<file path="src/rtl/alarm_slot_scheduler.sv">
// Multi-slot BCD alarm scheduler: scans slots on each minute change, grants the buzzer to the lowest matching slot.
// Optional snooze sequencing is compiled in when ALARM_SNOOZE_EN is defined.
module alarm_slot_scheduler #(
  parameter int          NUM_SLOTS   = 4,
  parameter logic [31:0] RING_CYCLES = 32'd600_000_000,
  parameter int          SNOOZE_MIN  = 5
) (
  input  logic                         pclk_i,
  input  logic                         preset_i,
  input  logic                         cfg_we_i,
  input  logic [$clog2(NUM_SLOTS)-1:0] cfg_slot_i,
  input  logic [15:0]                  cfg_time_i,
  input  logic                         cfg_en_i,
  input  logic [15:0]                  time_now_i,
  input  logic                         off_i,
  input  logic                         snooze_i,
  output logic                         ring_o,
  output logic [$clog2(NUM_SLOTS)-1:0] ring_slot_o,
  output logic                         busy_o,
  output logic [NUM_SLOTS-1:0]         slot_en_o
);
  localparam int IDX_W = $clog2(NUM_SLOTS);

  if (NUM_SLOTS < 2 || RING_CYCLES < 2 || SNOOZE_MIN < 1 || SNOOZE_MIN > 15) begin : g_param_check
    $error("alarm_slot_scheduler: parameter out of range");
  end

  typedef enum logic [1:0] {
    S_IDLE,
    S_SCAN,
    S_RING
`ifdef ALARM_SNOOZE_EN
    , S_SNOOZE
`endif
  } state_t;

  logic [15:0]          slot_time_q [NUM_SLOTS];
  logic [NUM_SLOTS-1:0] slot_en_q;
  logic [15:0]          prev_now_q;
  state_t               state_q, state_d;
  logic [IDX_W-1:0]     idx_q, idx_d;
  logic [15:0]          scan_time_q, scan_time_d;
  logic [31:0]          ring_cnt_q, ring_cnt_d;
  logic [IDX_W-1:0]     ring_slot_q, ring_slot_d;
  logic                 ring_q, busy_q;
  logic                 min_edge, slot_hit, disable_hit;

`ifdef ALARM_SNOOZE_EN
  logic [3:0]           snz_cnt_q, snz_cnt_d;
`else
  logic                 unused_snooze;
  assign unused_snooze = snooze_i;
`endif

  // NOTE: the slot array is reset as well, so a reset wipes every programmed alarm.
  always_ff @(posedge pclk_i) begin
    if (preset_i) begin
      for (int i = 0; i < NUM_SLOTS; i++) slot_time_q[i] <= 16'h0000;
      slot_en_q  <= '0;
      prev_now_q <= 16'h0000;
    end else begin
      if (cfg_we_i) begin
        slot_time_q[cfg_slot_i] <= cfg_time_i;
        slot_en_q[cfg_slot_i]   <= cfg_en_i;
      end
      prev_now_q <= time_now_i;
    end
  end

  assign min_edge    = (time_now_i != prev_now_q);
  assign slot_hit    = slot_en_q[idx_q] && (slot_time_q[idx_q] == scan_time_q);
  assign disable_hit = cfg_we_i && !cfg_en_i && (cfg_slot_i == ring_slot_q);

  // NOTE: every signal driven here gets a default first, so no path leaves one unassigned (no latches).
  always_comb begin
    state_d     = state_q;
    idx_d       = idx_q;
    scan_time_d = scan_time_q;
    ring_cnt_d  = ring_cnt_q;
    ring_slot_d = ring_slot_q;
`ifdef ALARM_SNOOZE_EN
    snz_cnt_d   = snz_cnt_q;
`endif
    case (state_q)
      S_IDLE: begin
        if (min_edge) begin
          state_d     = S_SCAN;
          idx_d       = '0;
          scan_time_d = time_now_i;
        end
      end
      S_SCAN: begin
        if (min_edge) begin
          idx_d       = '0;
          scan_time_d = time_now_i;
        end else if (slot_hit) begin
          state_d     = S_RING;
          ring_slot_d = idx_q;
          ring_cnt_d  = RING_CYCLES;
        end else if (idx_q == IDX_W'(NUM_SLOTS - 1)) begin
          state_d = S_IDLE;
        end else begin
          idx_d = idx_q + 1'b1;
        end
      end
      S_RING: begin
        // Minute edges are deliberately ignored while ringing.
        if (off_i || disable_hit) begin
          state_d = S_IDLE;
`ifdef ALARM_SNOOZE_EN
        end else if (snooze_i) begin
          state_d   = S_SNOOZE;
          snz_cnt_d = 4'(SNOOZE_MIN);
`endif
        end else if (ring_cnt_q == 32'd1) begin
          state_d = S_IDLE;
        end else begin
          ring_cnt_d = ring_cnt_q - 32'd1;
        end
      end
`ifdef ALARM_SNOOZE_EN
      S_SNOOZE: begin
        if (off_i || disable_hit) begin
          state_d = S_IDLE;
        end else if (min_edge) begin
          if (snz_cnt_q == 4'd1) begin
            state_d    = S_RING;
            ring_cnt_d = RING_CYCLES;
          end
          snz_cnt_d = snz_cnt_q - 4'd1;
        end
      end
`endif
      default: state_d = S_IDLE;
    endcase
  end

  // NOTE: sequential state uses non-blocking assignments so all registers update together on the edge.
  always_ff @(posedge pclk_i) begin
    if (preset_i) begin
      state_q     <= S_IDLE;
      idx_q       <= '0;
      scan_time_q <= 16'h0000;
      ring_cnt_q  <= 32'd0;
      ring_slot_q <= '0;
      ring_q      <= 1'b0;
      busy_q      <= 1'b0;
`ifdef ALARM_SNOOZE_EN
      snz_cnt_q   <= 4'd0;
`endif
    end else begin
      state_q     <= state_d;
      idx_q       <= idx_d;
      scan_time_q <= scan_time_d;
      ring_cnt_q  <= ring_cnt_d;
      ring_slot_q <= ring_slot_d;
      ring_q      <= (state_d == S_RING);
      busy_q      <= (state_d == S_SCAN);
`ifdef ALARM_SNOOZE_EN
      snz_cnt_q   <= snz_cnt_d;
`endif
    end
  end

  assign ring_o      = ring_q;
  assign ring_slot_o = ring_slot_q;
  assign busy_o      = busy_q;
  assign slot_en_o   = slot_en_q;
endmodule

</file>
<file path="config.mk">
export PLATFORM = sky130hd
export DESIGN_NAME = alarm_slot_scheduler
export DESIGN_NICKNAME = d
export VERILOG_FILES = /design/src/rtl/alarm_slot_scheduler.sv
export SDC_FILE = /design/constraint.sdc
export NUM_CORES = 1
export LEC_CHECK = 0
export CAP_MARGIN = 30
export CORE_AREA = 2 2 128 130
export DETAILED_ROUTE_END_ITERATION = 7
export DIE_AREA = 0 0 130 132
export PLACE_DENSITY = 0.7
export REMOVE_ABC_BUFFERS = 1
export SYNTH_ARGS = -nofsm -noshare
export SYNTH_HDL_FRONTEND = slang
export SYNTH_SLANG_ARGS = --single-unit
export TNS_END_PERCENT = 50
</file>
<file path="constraint.sdc">
create_clock -name pclk_i -period 2.9 [get_ports pclk_i]
set_input_delay 0.725 -clock pclk_i [delete_from_list [all_inputs] [get_ports pclk_i]]
set_output_delay 0.725 -clock pclk_i [all_outputs]
set_load 0.05 [all_outputs]
</file>
==> qor.csv <==
metric,value,unit
reg2reg_setup_slack,0.23,ns
syn_area,0.00621,mm²
avgRoutedWirePerCell,15.1,µm
synth_top_area_share,0.309,
synth-edff-count,64,
rsz0062_at_grt,false,
min-delay-start,ring_cnt_q[27],
worst_setup_path_start_kind,register,
grt_pass1_vias,4284,
period_share,0.922,
cts_tree,yes,
path_clk_slew,0.06,ns
die_y,132,µm
start_util,0.395,
areaGrowthSynthToFinish,23.7,%
min_path_type,reg2reg,
grt_max_degree,32,
layout.cells.non_filler,854,
cts_resized,0,
ir_worst_vdd,430,µV
dp_hpwl,8750,µm
worst_pin_slew,0.550,ns
track_usage,0.162,
worst_hold_slack,0.518,ns
place_area,0.00712,mm²
ys_ff_latch,142,
grt_pass1_wl,21300,µm
post_cts_buffers,0,
clock.fmax,374,MHz
ff2ff_path_depth,9,
routed-via-count,4110,
first_pass_iters,4,
timing.rr.end,ring_slot_o[0],
ys_seq_area_frac,0.561,
synthFlopType,dfxtp_1,
place_congestion,0.807,
fin_skew,0.00667,ns
hold_viol_final,0,
outcome,"finished, final reports clean",
numPortBuffers,46,
maxSlewViolCount,0,
antenna_found_initial,0,
core_area,0.0157,mm²
synth_top_area_cell,edfxtp_1,
grt-ovfl-total,0,
cp.required,3.22,ns
drive_gt1_frac,0.154,
ys.warnings.count,0,
synth_cell_type_count,45,
final_cell_area,0.00768,mm²
holdBufCountCts,0,
antenna_left,0,
p_leak,3.02,nW
critPathArrivalTime,2.99,ns
die_w,130,µm
syn_avg_cell_area,11.3,µm²
setup_violations,0,
die-area,0.0172,mm²
clock_sinks,142,
period_needed,2.67,ns
wl,12900,µm
path_class,reg2reg,
viasPerCell,4.81,
worstSetupEndpoint,ring_slot_o[0],
syn_inst,548,
maxCapViolCount,0,
cts_buffer_depth,2,
total_power,0.00463,W
htreeDepth,4,
synth_area_leaders,"edfxtp_1 31%, dfxtp_1 25%, nor2_1 6.5%, xnor2_1 5.2%, mux2i_1 5.2%",
multi_input_area,0.00254,mm²
worst-path-max-fanout,14,
pwr_density_cell,603,mW/mm²
rows,46,
io_pins,48,
fin_nets,668,
antennaDiodeCount,0,
slew_headroom,0.633,
route.detailed.drc,0,
worstSetupEndpointType,register,
ys_async_sr_fraction,0,
numCtsBuffers,17,
regArea,0.00348,mm²
cts_root_buf,clkbuf_16,
dr.first_iter.drc_count,215,
insertion_delay,0.43,ns
fillers,1362,
dp.cells,822,
==> logic make-up (layout without fill, tap and decap cells) <==
kind of cell | after synthesis | in the layout | share of synthesized area
AOI/OAI and AO/OA | 19 | 19 | 0.0216
xor gates and xnor gates | 61 | 61 | 0.0860
adders and majority gates | 3 | 3 | 0.00605
buffers and inverters | 42 | 132 | 0.0298
DFF | 142 | 142 | 0.561
muxes | 47 | 47 | 0.102
and+or+nand+nor | 234 | 234 | 0.193
==> worst min path at each step <==
stage,slack (ns),endpoint,cells after the start
CTS,0.52,ring_cnt_q[27],2
floorplan,0.47,ring_cnt_q[31],2
detailed placement,0.51,ring_cnt_q[15],2
global placement,0.49,ring_cnt_q[27],2
finish,0.52,ring_cnt_q[27],2
global route,0.55,scan_time_q[5],2
==> flip-flops by register name, indices dropped and copies added, names as in the netlist, named ones only <==
name / count
state_q: 2
idx_q: 2
ring_slot_o: 2
ring_o: 1
prev_now_q: 16
ring_cnt_q: 32
scan_time_q: 16
busy_o: 1
slot_time_q: 64
slot_en_o: 4
==> placed cells by master, fill, tap and decap left out, types with 17 or more instances in the layout <==
cell type / Yosys / final
inv_1: 18 / 18
nand2_1: 27 / 27
nor2b_1: 18 / 18
xor2_1: 24 / 24
edfxtp_1: 64 / 64
nor2_1: 108 / 107
xnor2_1: 37 / 37
clkbuf_16: 0 / 17
mux2i_1: 32 / 32
buf_4: 2 / 34
clkdlybuf4s50_1: 0 / 45
dfxtp_1: 78 / 78
==> through the flow <==
stage	setup TNS, ns	worst slack (ns)	utilization
after global placement	-0.601	-0.0762	0.453
after CTS	0	0.199	0.489
after detailed placement	-1.47	-0.123	0.453
after global routing	0	0.0792	0.489
final	0	0.226	0.489
after floorplan	-1.17	-0.0587	-
==> report_power, final <==
part / total, W / internal (W) / switching [W]
clock network: 0.00209 / 0.00114 / 0.000951
registers: 0.00223 / 0.00219 / 0.0000351
logic: 0.000314 / 0.000153 / 0.000161
==> synthesized netlist by cell type (all sizes together) (3+ instances only) <==
cell and n:
nor2b 18, nor3 17, xnor2 37, ha 3, inv 18, clkbuf 16
nor4b 3, nor2 108, nor4 5, mux2i 32, nand4 11, nand2b 12
dfxtp 78, xor2 24, edfxtp 64, mux4 13, nand3 10, a21oi 12
or4 6, nand2 28, or3 4, buf 8, nand3b 6
==> worst max-delay path: stages, from the launching register on <==
cell       delay (ns)
dfxtp_1          0.52
buf_4            0.23
mux2i_1          0.23
nor2_1           0.06
or4_4            0.49
a2111oi_4        0.39
nand4_4          0.17
buf_4            0.24
mux2i_1          0.18
nor2_1           0.05
==> routing by layer <==
layer,up-vias,routed length (µm),track usage
met4,0,169,0.0538
met2,88,6490,0.276
met1,1956,5600,0.201
met5,-,0,0
met3,19,622,0.0406
li1,2047,-,-
==> final cells by class <==
cell class	count	area share
Sequential cell	142	0.453
Inverter	18	0.00879
Timing Repair Buffer	82	0.0977
Tap cell	216	0.0352
Multi-Input combinational cell	364	0.331
Clock inverter	15	0.0184
Clock buffer	17	0.0554
Note: power is estimated with default switching activity, not from simulation.
